<file path="config.mk">
export PLATFORM = sky130hd
export DESIGN_NAME = byte_enable_gen_flat
export DESIGN_NICKNAME = d
export VERILOG_FILES = /design/src/rtl/mem_pkg.sv /design/src/rtl/byte_enable_gen_if.sv /design/src/rtl/byte_enable_gen_be_decode.sv /design/src/rtl/byte_enable_gen.sv /design/src/flat_wrapper.sv
export SDC_FILE = /design/constraint.sdc
export NUM_CORES = 1
export LEC_CHECK = 0
export CAP_MARGIN = 20
export CORE_MARGIN = 2
export CORE_UTILIZATION = 40
export DETAILED_ROUTE_END_ITERATION = 10
export PLACE_DENSITY = 0.74
export SLEW_MARGIN = 20
export SYNTH_ARGS = -nofsm -noshare
export SYNTH_HDL_FRONTEND = slang
export SYNTH_SLANG_ARGS = --single-unit
</file>
<file path="constraint.sdc">
create_clock -name clk -period 1 [get_ports clk]
set_clock_uncertainty 0.2 [all_clocks]
set_input_delay 0.3 -clock clk [delete_from_list [all_inputs] [get_ports clk]]
set_output_delay 0.3 -clock clk [all_outputs]
set_load 0.01 [all_outputs]
</file>
<file path="src/rtl/mem_pkg.sv">
// Shared MEM-stage constants: store-type encodings and data lane geometry.
package mem_pkg;
   localparam logic [1:0] ST_NONE = 2'b00;
   localparam logic [1:0] ST_W    = 2'b01;
   localparam logic [1:0] ST_H    = 2'b10;
   localparam logic [1:0] ST_B    = 2'b11;

   localparam int LANES  = 4;
   localparam int BYTE_W = 8;
   localparam int DATA_W = LANES * BYTE_W;
endpackage

</file>
<file path="src/rtl/byte_enable_gen_if.sv">
// Store bus between EX/MEM control and data memory write port.
// Handshake: no valid/ready; every non-stalled edge consumes one store request and st_signal=00 marks an idle slot.
interface byte_enable_gen_if;
   import mem_pkg::*;

   logic              stall;
   logic [1:0]        st_signal;
   logic [1:0]        offset;
   logic [DATA_W-1:0] wdata_in;
   logic [LANES-1:0]  BE;
   logic [DATA_W-1:0] wdata_out;
   logic              misalign;

   modport master (
      output stall, st_signal, offset, wdata_in,
      input  BE, wdata_out, misalign
   );

   modport slave (
      input  stall, st_signal, offset, wdata_in,
      output BE, wdata_out, misalign
   );
endinterface

</file>
<file path="src/rtl/byte_enable_gen_be_decode.sv">
// Combinational store-type/offset decode to byte enables and misalign flag.
// Alignment checking is compiled in only when BE_ALIGN_EXC_EN is defined.
module be_decode
   import mem_pkg::*;
(
   input  logic [1:0]       st_signal_i,
   input  logic [1:0]       offset_i,
   output logic [LANES-1:0] be_o,
   output logic             misalign_o
);

   always_comb begin
      be_o       = '0;
      misalign_o = 1'b0;
      case (st_signal_i)
         ST_W: begin
`ifdef BE_ALIGN_EXC_EN
            if (offset_i != 2'b00) misalign_o = 1'b1;
            else                   be_o       = 4'b1111;
`else
            be_o = 4'b1111;
`endif
         end
         ST_H: begin
`ifdef BE_ALIGN_EXC_EN
            if (offset_i[0])       misalign_o = 1'b1;
            else if (offset_i[1])  be_o       = 4'b1100;
            else                   be_o       = 4'b0011;
`else
            be_o = offset_i[1] ? 4'b1100 : 4'b0011;
`endif
         end
         ST_B:    be_o = 4'b0001 << offset_i;
         default: be_o = '0;
      endcase
   end

endmodule

</file>
<file path="src/rtl/byte_enable_gen.sv">
// MEM-stage store byte-enable generator: registered BE, lane-aligned data, misalign flag.
// Build with BE_ALIGN_EXC_EN defined to suppress and flag misaligned stores.
module byte_enable_gen
   import mem_pkg::*;
(
   input  logic          clk,
   input  logic          rst_n,
   byte_enable_gen_if.slave bus
);

   logic [LANES-1:0]  be_d, be_q;
   logic              misalign_d, misalign_q;
   logic [DATA_W-1:0] raw_d, wdata_d, wdata_q;

   be_decode u_be_decode (
      .st_signal_i (bus.st_signal),
      .offset_i    (bus.offset),
      .be_o        (be_d),
      .misalign_o  (misalign_d)
   );

   // Place data on lanes first, then zero every lane the decode did not enable.
   always_comb begin
      raw_d = '0;
      case (bus.st_signal)
         ST_W:    raw_d = bus.wdata_in;
         ST_H:    raw_d = bus.offset[1] ? {bus.wdata_in[15:0], 16'h0000}
                                        : {16'h0000, bus.wdata_in[15:0]};
         ST_B:    raw_d = {24'h000000, bus.wdata_in[7:0]} << {bus.offset, 3'b000};
         default: raw_d = '0;
      endcase
      wdata_d = '0;
      for (int i = 0; i < LANES; i++) begin
         wdata_d[i*BYTE_W +: BYTE_W] = be_d[i] ? raw_d[i*BYTE_W +: BYTE_W] : 8'h00;
      end
   end

   always_ff @(posedge clk or negedge rst_n) begin
      if (!rst_n) begin
         be_q       <= '0;
         wdata_q    <= '0;
         misalign_q <= 1'b0;
      end else if (!bus.stall) begin
         be_q       <= be_d;
         wdata_q    <= wdata_d;
         misalign_q <= misalign_d;
      end
   end

   assign bus.BE        = be_q;
   assign bus.wdata_out = wdata_q;
   assign bus.misalign  = misalign_q;

endmodule

</file>
<file path="src/flat_wrapper.sv">
// flat-port wrapper written by rule: the top's interface ports become plain ports
module byte_enable_gen_flat import mem_pkg::*;
  (clk, rst_n, bus_stall, bus_st_signal, bus_offset, bus_wdata_in, bus_BE, bus_wdata_out, bus_misalign);
  byte_enable_gen_if bus_i ();
  input  logic clk;
  input  logic rst_n;
  input wire logic [$bits(bus_i.stall)-1:0] bus_stall;
  input wire logic [$bits(bus_i.st_signal)-1:0] bus_st_signal;
  input wire logic [$bits(bus_i.offset)-1:0] bus_offset;
  input wire logic [$bits(bus_i.wdata_in)-1:0] bus_wdata_in;
  output wire logic [$bits(bus_i.BE)-1:0] bus_BE;
  output wire logic [$bits(bus_i.wdata_out)-1:0] bus_wdata_out;
  output wire logic [$bits(bus_i.misalign)-1:0] bus_misalign;
  assign bus_i.stall = bus_stall;
  assign bus_i.st_signal = bus_st_signal;
  assign bus_i.offset = bus_offset;
  assign bus_i.wdata_in = bus_wdata_in;
  assign bus_BE = bus_i.BE;
  assign bus_wdata_out = bus_i.wdata_out;
  assign bus_misalign = bus_i.misalign;
  byte_enable_gen u_core (.clk(clk), .rst_n(rst_n), .bus(bus_i));
endmodule
</file>
Word level (Yosys, flattened, before mapping)
Cells that the tools add are included.
- latch bits: 0
- memories: 0
- input port bits: 39
- memory bits (read-only): 0
- bits in registers: 36
- RAM bits: 0
- muxes and demuxes: 8
- add/sub/neg operators: 0
- $mul: 0
- divide/modulo/power cells: 0
- shift-type cells: 2
- equal/unequal tests: 3
- order comparisons: 0
- bitwise logic cells: 0
- reductions and logical operators: 0
- operator list (operator ; count):
    $pmux 32 s3 ; 1
    $mux 32 ; 1
    $mux 8 ; 4
    $shl 8x5->32 ; 1
    $pmux 4 s3 ; 1
    $eq 2x2->1 const B ; 2
    $mux 4 ; 1
    $shl 1x2->4 const A ; 1
    $eq 2x1->1 const B ; 1

Logic depth before layout (Yosys ltp)
- depth in word-level cells: 3
- depth in mapped cells: 5
- mapped depth without buffers: 3

By module
From an unflattened synthesis, not the netlist that was laid out.
- cell total of the unflattened synthesis: 189
- area total of the unflattened synthesis: 1950.6 um^2
- by module, submodules not included (module ; times used ; cells each ; area an instance (um^2) ; seq. area each (um^2)):
    byte_enable_gen ; 1 ; 178 ; 1863.0 ; 925.9
    be_decode ; 1 ; 11 ; 87.6 ; 0.0

Worst setup path before layout
Ideal clock, no wire load.
- kind: input -> register
- start: input bus_st_signal[0]
- end: register u_core.wdata_q[24], in the netlist u_core.bus.wdata_out[24]
- cell stages on the path: 5
- arrival: 1048 ps
- slack: -381 ps
- data required time: 667 ps
- setup time: 133 ps
- buffers on the path: 2
- path through: buf_6 > and4_1 > buf_4 > a221oi_1 > o31ai_1
- longest elaborated chain between the ends: 3
- elaborated cells between the ends (all ways): 6
- classes of those cells: 3 x eq/ne; 3 x mux
- RTL lines (what ; RTL line ; source):
    from (decl) ; flat_wrapper.sv:8 ; input wire logic [$bits(bus_i.st_signal)-1:0] bus_st_signal;
    $eq 2x2->1 or $eq 2x1->1 (tied branches) ; byte_enable_gen_be_decode.sv:15, byte_enable_gen.sv:25 ;
    $pmux 32 s3 or $pmux 4 s3 (tied branches) ; byte_enable_gen.sv:25, byte_enable_gen_be_decode.sv:15 ;
    $mux 8 (*) ; byte_enable_gen.sv:34 ; wdata_d[i*BYTE_W +: BYTE_W] = be_d[i] ? raw_d[i*BYTE_W +: BYTE_W] : 8'h00;
    to (signal assigned) ; byte_enable_gen.sv:45 ; wdata_q <= wdata_d;
    to (decl) ; byte_enable_gen.sv:13 ; logic [DATA_W-1:0] raw_d, wdata_d, wdata_q;
Every way passes the cells marked *; elsewhere a longest branch is shown, timed or not.
A chain may end at the register's enable or synchronous reset.

Worst setup path in the final report
- start: register u_core.wdata_q[11], in the netlist u_core.bus.wdata_out[11]
- end: output bus_wdata_out[11]
- RTL lines (what ; RTL line ; source):
    to (decl) ; flat_wrapper.sv:12 ; output wire logic [$bits(bus_i.wdata_out)-1:0] bus_wdata_out;
No word-level cell between the ends.

==> results.py <==
metrics = {
    "critical_path": {
        "slowest_stage": "dfrtp_1",
        "slowest_delay_ns": 0.41,
        "crit_buf_inv": 1,
        "rrSetupSlack_ns": -0.21,
        "setup.worst_path.end_class": "output pin",
        "r2r-end": "u_core.bus.wdata_out[26]",
        "critPathMaxFanout": 2,
        "crit_family": "flip-flops",
        "critPathLaunchType": "flip-flop",
        "worst_r2r_path_depth": 5,
        "worstPathCellList": "buf_2",
        "required_ns": 0.50,
        "regToRegStartpoint": "u_core.bus.wdata_out[26]",
        "crit_arrival_ns": 0.84,
        "critical_path_class": "reg -> out",
    },
    "cells_and_area": {
        "final_area_um2": 3837,
        "nets": 368,
        "diodes": 0,
        "drive_gt1_frac": 0.5502,
        "syn2layout_area_growth_pct": 89.44,
    },
    "sta": {
        "period_share": 1.342,
        "slew_violations": 0,
        "rsz0062_at_grt": "true",
        "hold_violations": 0,
        "setup_viol": 72,
        "period_needed_ns": 1.342,
        "postLayoutSetupSlackWorst_ns": -0.3422,
        "max_freq_ghz": 0.7451,
    },
    "power": {
        "design_power_total_w": 0.004117,
        "leakagePower_nw": 1.852,
        "p_per_area_nw_per_um2": 1073,
        "ir_drop_mv": 0.6069,
    },
    "synth": {
        "avgSynthCellArea_um2": 11.07,
        "yosys_warnings": 0,
        "synth_top_area_cell": "dfrtp_1",
        "yosysUniqueCellTypes": 28,
        "synth_top_area_share": 0.4447,
        "synth_seq_cells": 36,
        "synthCells": 183,
        "ys_seq_area_frac": 0.4447,
        "synth_most_common_cell": "dfrtp_1",
        "synth_area_leaders": "dfrtp_1, a221oi_2, nand2_1",
        "syn_nets": 222,
        "synth_edf_count": 0,
        "async_flop_share": 1.000,
        "ys_top_cells_by_count": "dfrtp_1, nand2_1, o21ai_0, and4b_1",
        "syn_area_um2": 2026,
        "synthFlopType": "dfrtp_1",
    },
    "grt": {
        "grt-ovfl-total": 0,
        "grt_usage": 0.2802,
        "grt_pass1_wl_um": 11540,
        "grt_max_degree": 37,
        "grt_pass1_vias": 2237,
        "antenna_found_initial": 0,
    },
    "placement": {
        "dpl.hpwl_um": 4219,
        "place_ws_ns": -1.157,
        "gp_congestion": 0.7868,
        "dpl_cell_area_um2": 2997,
        "place.port_buffers": 74,
    },
    "drt": {
        "drtPass1Iterations": 4,
        "wl_um": 8404,
        "drc_errors": 0,
        "avgRoutedWirePerCell_um": 21.22,
        "vias_per_cell": 5.750,
        "ant_nets": 0,
        "drtIter0Drc": 167,
        "vias": 2277,
    },
    "floorplan": {
        "die_x_um": 75.17,
        "die_h_um": 75.17,
        "num_io_pins": 76,
        "core_um2": 4817,
        "num_rows": 25,
        "die_area_um2": 5650,
        "start_util": 0.4205,
    },
    "cts": {
        "clock_sinks": 36,
        "cts_tree": "built",
        "hold_buffers": 0,
        "cts_inserted_buffers": 5,
        "path_clk_slew_ns": 0.07,
        "clk_latency_ns": 0.28,
        "clockBufferDepth": 2,
        "cts_root_buffer": "clkbuf_8",
        "cts.htree.levels": 2,
    },
    "worst_hold_path": {
        "min_path_type": "in -> async",
    },
    "outcome": {
        "outcome": "finished, violations left",
        "violations": "setup timing",
    },
    "run": {
        "drv_cap": 0,
    },
}
==> worst max-delay path by stage <==
stage	from	to	slack [ns]	depth (start not counted)
2_1_floorplan	bus_st_signal[0]	u_core.bus.wdata_out[31]	-0.35	5
3_3_place_gp	bus_st_signal[0]	u_core.bus.wdata_out[14]	-1.06	4
3_5_place_dp	bus_st_signal[0]	u_core.bus.wdata_out[14]	-1.16	4
4_1_cts	u_core.bus.wdata_out[11]	bus_wdata_out[11]	-0.34	1
5_1_grt	u_core.bus.wdata_out[31]	bus_wdata_out[31]	-0.36	1
6_report	u_core.bus.wdata_out[11]	bus_wdata_out[11]	-0.34	1
==> layer usage <==
metal	part of all wire	GRT usage	up-vias
met5	0	0	-
met4	0.048	0.1306	0
met3	0.082	0.04819	33
met2	0.52	0.4776	144
met1	0.35	0.3453	1094
li1	-	-	1006
==> power breakdown <==
group / switching (W) / internal (W) / leakage (nW) / total, W
Sequential: 0.0000684 / 0.00157 / 0.475 / 0.00164
Combinational: 0.000676 / 0.000800 / 1.34 / 0.00148
Clock: 0.000526 / 0.000474 / 0.0410 / 0.00100
==> sequential cells by signal, summed over array words and instances, names as in the netlist <==
name	count
u_core.bus.BE	4
u_core.bus.wdata_out	32
==> stage by stage <==
| stage | std cells | hold slack, ns | utilization | setup TNS [ns] |
|---|---|---|---|---|
| 2_1_floorplan | 183 | -0.1956 | - | -10.53 |
| 3_3_place_gp | 331 | 0.2670 | 0.6221 | -49.75 |
| 3_5_place_dp | 331 | 0.2759 | 0.6221 | -51.81 |
| 4_1_cts | 378 | 0.1864 | 0.7296 | -14.86 |
| 5_1_grt | 396 | 0.1965 | 0.7966 | -18.41 |
| 6_report | 396 | 0.1807 | 0.7966 | -17.32 |
==> cell families after synthesis <==
logic type,count (synthesis),synth area share
other,1,0.001851
AO/OA/AOI/OAI,66,0.3039
flip-flops,36,0.4447
buffers and inverters,22,0.07041
AND/OR/NAND/NOR,58,0.1791
==> cell usage in the layout, fill, tap and decap left out, types with 2 or more instances in the layout <==
master	netlist	final
buf_4	4	52
dfrtp_1	36	36
buf_2	5	30
buf_6	5	29
nand2_1	28	26
dlygate4sd2_1	0	16
clkdlybuf4s50_1	0	14
o21ai_1	0	9
a221oi_2	8	9
and3b_1	8	8
a22o_1	8	8
and4b_1	9	8
a32oi_1	8	7
a221oi_4	0	7
o31ai_4	0	7
buf_12	0	7
o31ai_2	8	6
and2b_1	5	5
clkbuf_8	0	5
nor2b_4	1	4
o21a_4	0	4
o31ai_1	8	3
buf_16	0	3
buf_8	0	3
nand2_2	0	2
a21oi_4	1	2
o21ai_2	0	2
dlymetal6s2s_1	0	2
==> what timing repair did <==
item | in CTS | in global routing
pin swaps | 38 | 17
gates cloned | 7 | 1
setup endpoints to repair | 72 | 72
buffers inserted | 34 | 18
gates resized for setup | 254 | 30
==> cell type report <==
type                       count  area, um^2
clock buffer                   6       72.57
clock inverter                 1       5.005
fill                         308       979.7
inverter                       1       3.754
multi-input combinational    128        1320
sequential                    36       900.9
tap                           67       83.83
timing repair buffer         157        1451
(Power assumes the default switching activity.)
